### config.mk
export PLATFORM = sky130hd
export DESIGN_NAME = maze_dfs_controller
export DESIGN_NICKNAME = d
export VERILOG_FILES = /design/src/rtl/maze_dfs_controller.sv
export SDC_FILE = /design/constraint.sdc
export NUM_CORES = 1
export LEC_CHECK = 0
export BUFFER_PORTS_ARGS = -buffer_cell sky130_fd_sc_hd__buf_2
export CAP_MARGIN = 20
export CORE_ASPECT_RATIO = 1.25
export CORE_MARGIN = 3
export CORE_UTILIZATION = 30
export CTS_CLUSTER_SIZE = 8
export DETAILED_ROUTE_END_ITERATION = 12
export PLACE_DENSITY = 0.44
export SLEW_MARGIN = 10
export SYNTH_ARGS = -nofsm -noshare
export SYNTH_HDL_FRONTEND = slang
export SYNTH_SLANG_ARGS = --single-unit
### constraint.sdc
create_clock -name clock -period 10.15 [get_ports clock]
set_input_delay 1.015 -clock clock [delete_from_list [all_inputs] [get_ports clock]]
set_output_delay 1.015 -clock clock [all_outputs]
set_load 0.02 [all_outputs]
### src/rtl/maze_dfs_controller.sv
// Depth-first maze search sequencer. It walks an N x N bit-map and uses an external 2-bit direction stack for backtracking.
// Define MAZE_STEP_COUNT_EN to add a saturating step_count output that counts stack pushes and pops.
module maze_dfs_controller #(
  parameter int N  = 16,
  parameter int AW = $clog2(N)
) (
  input  logic            clock,
  input  logic            reset,
  input  logic            start,
  output logic [2*AW-1:0] mem_addr,
  output logic            mem_rd,
  input  logic            mem_rd_data,
  output logic            mem_wr,
  output logic            stk_push,
  output logic            stk_pop,
  output logic            stk_init,
  output logic [1:0]      stk_data_in,
  input  logic [1:0]      stk_data_out,
  input  logic            stk_full,
  input  logic            stk_empty,
  output logic [AW-1:0]   cur_row,
  output logic [AW-1:0]   cur_col,
  output logic            busy,
  output logic            done,
`ifdef MAZE_STEP_COUNT_EN
  output logic [15:0]     step_count,
`endif
  output logic            fail
);

  typedef enum logic [3:0] {
    S_IDLE, S_INIT, S_CHK, S_MARK, S_TRY, S_WAIT, S_BACK, S_DONE, S_FAIL
  } state_t;

  localparam logic [AW-1:0] LAST = AW'(N - 1);

  state_t            state_q, state_d;
  logic [AW-1:0]     row_q, row_d, col_q, col_d;
  logic [2:0]        dir_q, dir_d;
  logic [2*AW-1:0]   addr_q, addr_d;
  logic              rd_q, rd_d, wr_q, wr_d, init_q, init_d;
  logic              busy_q, done_q, fail_q;
  logic [1:0]        back_dir;

  function automatic logic in_bounds(input logic [AW-1:0] r, input logic [AW-1:0] c,
                                     input logic [1:0] d);
    case (d)
      2'd0:    in_bounds = (r != '0);
      2'd1:    in_bounds = (c != LAST);
      2'd2:    in_bounds = (r != LAST);
      default: in_bounds = (c != '0);
    endcase
  endfunction

  function automatic logic [2*AW-1:0] step_addr(input logic [AW-1:0] r, input logic [AW-1:0] c,
                                                input logic [1:0] d);
    logic [AW-1:0] nr, nc;
    nr = r;
    nc = c;
    case (d)
      2'd0:    nr = r - AW'(1);
      2'd1:    nc = c + AW'(1);
      2'd2:    nr = r + AW'(1);
      default: nc = c - AW'(1);
    endcase
    step_addr = {nr, nc};
  endfunction

  // Flipping bit 1 of a direction gives the opposite direction.
  assign back_dir = stk_data_out ^ 2'b10;

  always_comb begin
    state_d     = state_q;
    row_d       = row_q;
    col_d       = col_q;
    dir_d       = dir_q;
    stk_push    = 1'b0;
    stk_pop     = 1'b0;
    stk_data_in = 2'b00;
    case (state_q)
      S_IDLE, S_DONE, S_FAIL: begin
        if (start) begin
          state_d = S_INIT;
          row_d   = '0;
          col_d   = '0;
        end
      end
      S_INIT: state_d = S_CHK;
      S_CHK:  state_d = mem_rd_data ? S_FAIL : S_MARK;
      S_MARK: begin
        if (row_q == LAST && col_q == LAST) begin
          state_d = S_DONE;
        end else begin
          dir_d   = 3'd0;
          state_d = S_TRY;
        end
      end
      S_TRY: begin
        if (dir_q[2])                                 state_d = S_BACK;
        else if (!in_bounds(row_q, col_q, dir_q[1:0])) dir_d   = dir_q + 3'd1;
        else                                           state_d = S_WAIT;
      end
      S_WAIT: begin
        if (mem_rd_data) begin
          dir_d   = dir_q + 3'd1;
          state_d = S_TRY;
        end else if (stk_full) begin
          state_d = S_FAIL;
        end else begin
          stk_push       = 1'b1;
          stk_data_in    = dir_q[1:0];
          {row_d, col_d} = step_addr(row_q, col_q, dir_q[1:0]);
          state_d        = S_MARK;
        end
      end
      S_BACK: begin
        if (stk_empty) begin
          state_d = S_FAIL;
        end else begin
          stk_pop        = 1'b1;
          {row_d, col_d} = step_addr(row_q, col_q, back_dir);
          dir_d          = {1'b0, stk_data_out} + 3'd1;
          state_d        = S_TRY;
        end
      end
      default: state_d = S_IDLE;
    endcase

    // Memory strobes are looked ahead from the next state so they leave a register.
    rd_d   = 1'b0;
    wr_d   = 1'b0;
    init_d = 1'b0;
    addr_d = '0;
    case (state_d)
      S_INIT: begin
        rd_d   = 1'b1;
        init_d = 1'b1;
      end
      S_MARK: begin
        wr_d   = 1'b1;
        addr_d = {row_d, col_d};
      end
      S_TRY: begin
        if (!dir_d[2] && in_bounds(row_d, col_d, dir_d[1:0])) begin
          rd_d   = 1'b1;
          addr_d = step_addr(row_d, col_d, dir_d[1:0]);
        end
      end
      default: ;
    endcase
  end

`ifdef MAZE_STEP_COUNT_EN
  logic [15:0] step_q;
  assign step_count = step_q;
`endif

  always_ff @(posedge clock) begin
    if (reset) begin
      state_q <= S_IDLE;
      row_q   <= '0;
      col_q   <= '0;
      dir_q   <= 3'd0;
      addr_q  <= '0;
      rd_q    <= 1'b0;
      wr_q    <= 1'b0;
      init_q  <= 1'b0;
      busy_q  <= 1'b0;
      done_q  <= 1'b0;
      fail_q  <= 1'b0;
`ifdef MAZE_STEP_COUNT_EN
      step_q  <= 16'd0;
`endif
    end else begin
      state_q <= state_d;
      row_q   <= row_d;
      col_q   <= col_d;
      dir_q   <= dir_d;
      addr_q  <= addr_d;
      rd_q    <= rd_d;
      wr_q    <= wr_d;
      init_q  <= init_d;
      busy_q  <= !(state_d inside {S_IDLE, S_DONE, S_FAIL});
      done_q  <= (state_d == S_DONE);
      fail_q  <= (state_d == S_FAIL);
`ifdef MAZE_STEP_COUNT_EN
      if (state_d == S_INIT)
        step_q <= 16'd0;
      else if ((stk_push || stk_pop) && step_q != 16'hFFFF)
        step_q <= step_q + 16'd1;
`endif
    end
  end

  assign mem_addr = addr_q;
  assign mem_rd   = rd_q;
  assign mem_wr   = wr_q;
  assign stk_init = init_q;
  assign cur_row  = row_q;
  assign cur_col  = col_q;
  assign busy     = busy_q;
  assign done     = done_q;
  assign fail     = fail_q;

endmodule

* Word level (Yosys, flattened, before mapping)
Cells that the tools add are included.
W data, S select, Z words.
** Word-level totals
- Flip-flop bits (word level) :: 29
- Bits of input ports :: 8
- Output and inout bits :: 26
** Operators by class
- Add/sub/neg operators :: 10
- Equality and inequality tests :: 25
- Multiplexer cells :: 50
- Bitwise gates (word level) :: 1
- Reductions and logical operators :: 18
** Operator list (count)
- $mux W4 :: 15
- $pmux W4 S2 :: 6
- $pmux W4 S7 :: 1
- $eq A4 B3 Y1 const B :: 6
- $pmux W4 S3 :: 2
- $add A4 B1 Y4 const B :: 4
- $eq A4 B4 Y1 const B :: 4
- $ne A4 B4 Y1 const B :: 4
- $pmux W8 S2 :: 1
- $reduce_bool A4 Y1 :: 4
- $sub A4 B1 Y4 const B :: 4
- $mux W3 :: 5
- $eq A4 B2 Y1 const B :: 3
- $pmux W3 S4 :: 1
- $mux W1 :: 11
- $eq A4 B1 Y1 const B :: 2
- $logic_not A4 Y1 :: 2
- $mux W2 :: 4
- $mux W8 :: 1
- $eq A2 B1 Y1 const B :: 3
- $eq A2 B2 Y1 const B :: 3
- $logic_not A2 Y1 :: 3
- $pmux W1 S3 :: 2
- $reduce_or A2 Y1 :: 3
- 8 further kinds :: 10

* Logic depth before layout (Yosys ltp)
- Depth in word-level cells :: 13
- Depth in mapped cells :: 19
- Gate-level depth less buffers :: 18

* Worst setup path before layout
OpenSTA, ideal clock, no wires.
- Kind :: input-to-reg
- From :: input port stk_empty
- To :: register addr_q[3], in the netlist mem_addr[3]
- Arrival :: 3666 ps
- Required time :: 10015 ps
- Path slack :: 6350 ps
- Stages on the path :: 17
- Buffers on the path :: 2
- Cells stage by stage :: buf_1 o21ai_1 nand2_1 o21a_1 a221oi_1 o211a_1 buf_2 clkinv_1 ha_1 inv_1 ha_1 a21o_1 a41oi_1 xnor2_1 nor3_1 o211ai_1 o221ai_1
** Between the ends
- Word-level cells in the longest chain between the ends :: 8
- Elaborated cells on any way between the ends :: 27
- Classes of those cells :: 2 x add/sub; 6 x eq/ne; 13 x mux; 6 x reduce/logical
** RTL lines
- from (decl) :: line 20 : input logic stk_empty,
- $mux W3 * :: line 117 : if (stk_empty) begin
- $pmux W3 S4 * :: line 80 : case (state_q)
- named net dir_d[0] :: line 39 : logic [2:0] dir_q, dir_d;
- $eq A2 B2 Y1, or another cell as far along :: line 47, 60
- $pmux W1 S3 :: line 47 : case (d)
- $mux W1 :: line 134 : case (state_d)
- $logic_and A1 B1 Y1 :: line 144 : if (!dir_d[2] && in_bounds(row_d, col_d, dir_d[1:0])) begin
- $mux W8 * :: line 144
- $pmux W8 S2 * :: line 134
- to (signal assigned) :: line 179 : addr_q <= addr_d;
- to (decl) :: line 40 : logic [2*AW-1:0] addr_q, addr_d;
The timed path passes the listed nets; every way through them passes the cells marked *. The select of a mux whose other input is x is not followed.
A chain may end at the register's enable or synchronous reset.

* Final worst setup path
- From :: register dir_q[0]
- To :: register addr_q[4], in the netlist mem_addr[4]
** Between the ends
- Word-level cells in the longest chain between the ends :: 13
- Elaborated cells on any way between the ends :: 43
- Classes of those cells :: 3 x add/sub; 8 x eq/ne; 25 x mux; 7 x reduce/logical
** RTL lines
- from (decl) :: line 39
- from (signal assigned) :: line 178 : dir_q <= dir_d;
- $eq A2 B2 Y1, or another cell as far along :: line 47
- $pmux W1 S3 :: line 47
- $mux W1 :: line 99 : if (dir_q[2]) state_d = S_BACK;
- $mux W1 :: line 80
- $mux W3 :: line 100 : else if (!in_bounds(row_q, col_q, dir_q[1:0])) dir_d = dir_q + 3'd1;
- $mux W3 :: line 99
- $pmux W3 S4 * :: line 80
- named net dir_d[1] :: line 39
- $eq A2 B2 Y1, or another cell as far along :: line 47, 60
- $pmux W1 S3 :: line 47
- $mux W1 :: line 134
- $logic_and A1 B1 Y1 :: line 144
- $mux W8 * :: line 144
- $pmux W8 S2 * :: line 134
Marks and branches as above.

==> metrics.yaml <==
placement:
  place_area_sq_mm: 0.00290
  dpl.hpwl_mm: 6.18
  place_ws_ps: 5620
  finalWeightedCongestion: 0.851
  dp_cells: 472
  io_buffer_count: 33
logic_synthesis:
  synth_cell_types: 77
  ys_seq_elements: 29
  ys_async_sr_fraction_pct: 0
  synth_edf_count: 0
  syn_nets: 370
  seq_area_frac_synth_pct: 21.6
  ys_warn_count: 0
  synth_ff_type: "dfxtp_1"
  synth_area_sq_mm: 0.00269
  syn_area_per_cell_sq_um: 7.92
  syn_inst: 340
run_status:
  status: "completed"
flow_run:
  cap_violations: 0
cts:
  clock_path_buffers: 2
  cts-root-buf: "clkbuf_8"
  cts_buffers: 5
  hold_buffers: 0
  numClockSinks: 29
  cts_tree: "built"
  cts_resized: 0
  clkTransAtPathRegs_ps: 80
  insertion_delay_ps: 290
  cts_setup_buffers: 0
  htree_levels: 2
floorplanning:
  boundaryPins: 34
  die_h_microns: 112
  coreArea_sq_mm: 0.00870
  rows: 38
  die-area_sq_mm: 0.0102
  start_util_pct: 30.9
  die_x_microns: 90.7
cells_and_area:
  final_common_cell: "nor2_1"
  layoutNonFillerInstCount: 480
  nFillCells: 943
  diodes: 0
  area_growth_pct: 10.9
  drive_above_1_share_pct: 17.2
  nets: 389
  design_area_sq_mm: 0.00299
  final_cell_mix: "nor2_1 (39), buf_2 (33), dfxtp_1 (29)"
timing:
  fmax_mhz: 219
  slew_viol_final: 0
  rsz0062_at_grt: "false"
  fin_hold_ws_ps: 699
  worstMarginPinSlew_ps: 799
  slew_headroom_pct: 46.7
  setup_ws_ps: 5580
  layout_min_cycle_time_ps: 4570
  fin_setup_tns_ps: 0
  clock-skew-final_ps: 15.6
  min_period_over_period_pct: 45.0
  hold_viol_final: 0
  setup_violations: 0
routing:
  ant_nets: 0
  drt-total-wl_mm: 8.06
  dr_total_vias: 2637
  drc: 0
  via_per_inst: 5.49
  drtPass1Iterations: 4
  drtIter0Drc: 136
  routedWlPerCell_microns: 16.8
setup_path:
  path_class: "reg -> reg"
  start_kind: "register"
  cp_data_required_time_ps: 10350
  critPathArrivalTime_ps: 4770
  critPathMaxFanout: 13
  worst_setup_path_end_kind: "register"
  timing.critical_path.from: "dir_q[0]"
  r2r_start: "dir_q[0]"
grt:
  grt_pass1_wl_mm: 13.4
  grt_usage_pct: 16.3
  antenna_found_initial: 0
  first_global_vias: 2609
  grt_max_degree: 21
  overflow: 0
min_path:
  hold_class: "reg -> reg"
  hp-start: "cur_row[1]"
power_and_ir_drop:
  cellPowerDensity_mw_per_mm2: 84.0
  power_leakage_uw: 0.00123
  ir_worst_vdd_mv: 0.0411
synth_stat cells, types with 5 or more instances:
master / number / share of area, %
nor2_1: 39 / 5.4
nand2b_1: 6 / 1.4
and3_1: 5 / 1.2
nor3_1: 10 / 1.9
o21ai_0: 10 / 1.9
ha_1: 20 / 9.3
nand2_1: 26 / 3.6
nor2b_1: 7 / 1.6
dfxtp_1: 29 / 22
o221ai_1: 8 / 2.6
a211oi_1: 5 / 1.4
inv_2: 5 / 0.70
a21oi_1: 7 / 1.3
nand3_1: 9 / 1.7
buf_2: 8 / 1.5
o211ai_1: 8 / 2.2
clkbuf_1: 9 / 1.3
inv_1: 22 / 3.1
state kept, by name, summed over array words and instances (netlist names):
name      cells
fail          1
dir_q         3
busy          1
mem_rd        1
cur_row       4
done          1
mem_addr      8
mem_wr        1
cur_col       4
state_q       4
stk_init      1
cell type report:
cell class	count	area, sq um	share of cell area (%)
Clock inverter	3	17.5	0.587
Clock buffer	5	68.8	2.31
Timing Repair Buffer	33	165	5.53
Sequential cell	29	581	19.4
Tap cell	120	150	5.03
Multi-Input combinational cell	262	1900	63.6
Inverter	28	105	3.52
cell families after synthesis:
group	share of synthesized area, %
fa+ha+maj	10.8
mux	0.372
xor+xnor	2.60
simple gates	27.7
buf+inv	7.90
flops	21.6
compound gates	29.1
through the flow:
step / util (%) / power [uW]
floorplan: - / 147
global placement: 33.3 / 156
detailed placement: 33.3 / 155
CTS: 34.3 / 256
global route: 34.3 / 263
finish: 34.3 / 251
routing by layer:
metal	up-vias	GRT usage (%)	wire [microns]
met4	0	6.23	211
li1	1296	-	-
met5	-	0	0
met1	1257	19.8	3460
met2	69	28.8	4100
met3	15	2.64	288
worst max-delay path, cell delays in order (launching register included):
cell,delay [ps]
dfxtp_1,620
ha_1,460
nand2_1,140
or3_1,400
o21ai_0,190
o221ai_1,290
a222oi_1,620
inv_1,150
ha_1,270
inv_1,170
nor3_1,80
o2111ai_1,70
nor4_1,100
a311oi_4,500
o211ai_1,180
a22oi_1,220
report_power, final:
group | internal, uW | total [uW] | switching [uW]
combinational | 12.3 | 32.4 | 20.1
clock | 47.3 | 98.2 | 50.9
sequential | 116 | 120 | 4.21
total | 176 | 251 | 75.2
worst paths after layout:
check / end / slack (ps) / cells past startpoint
worst max-delay path: mem_addr[4] / 5580 / 15
worst min-delay path: cur_row[1] / 700 / 2
worst max register to register: mem_addr[4] / 5580 / 15
worst min register to register: cur_row[1] / 700 / 2
Power figures use the tool's default switching activity.
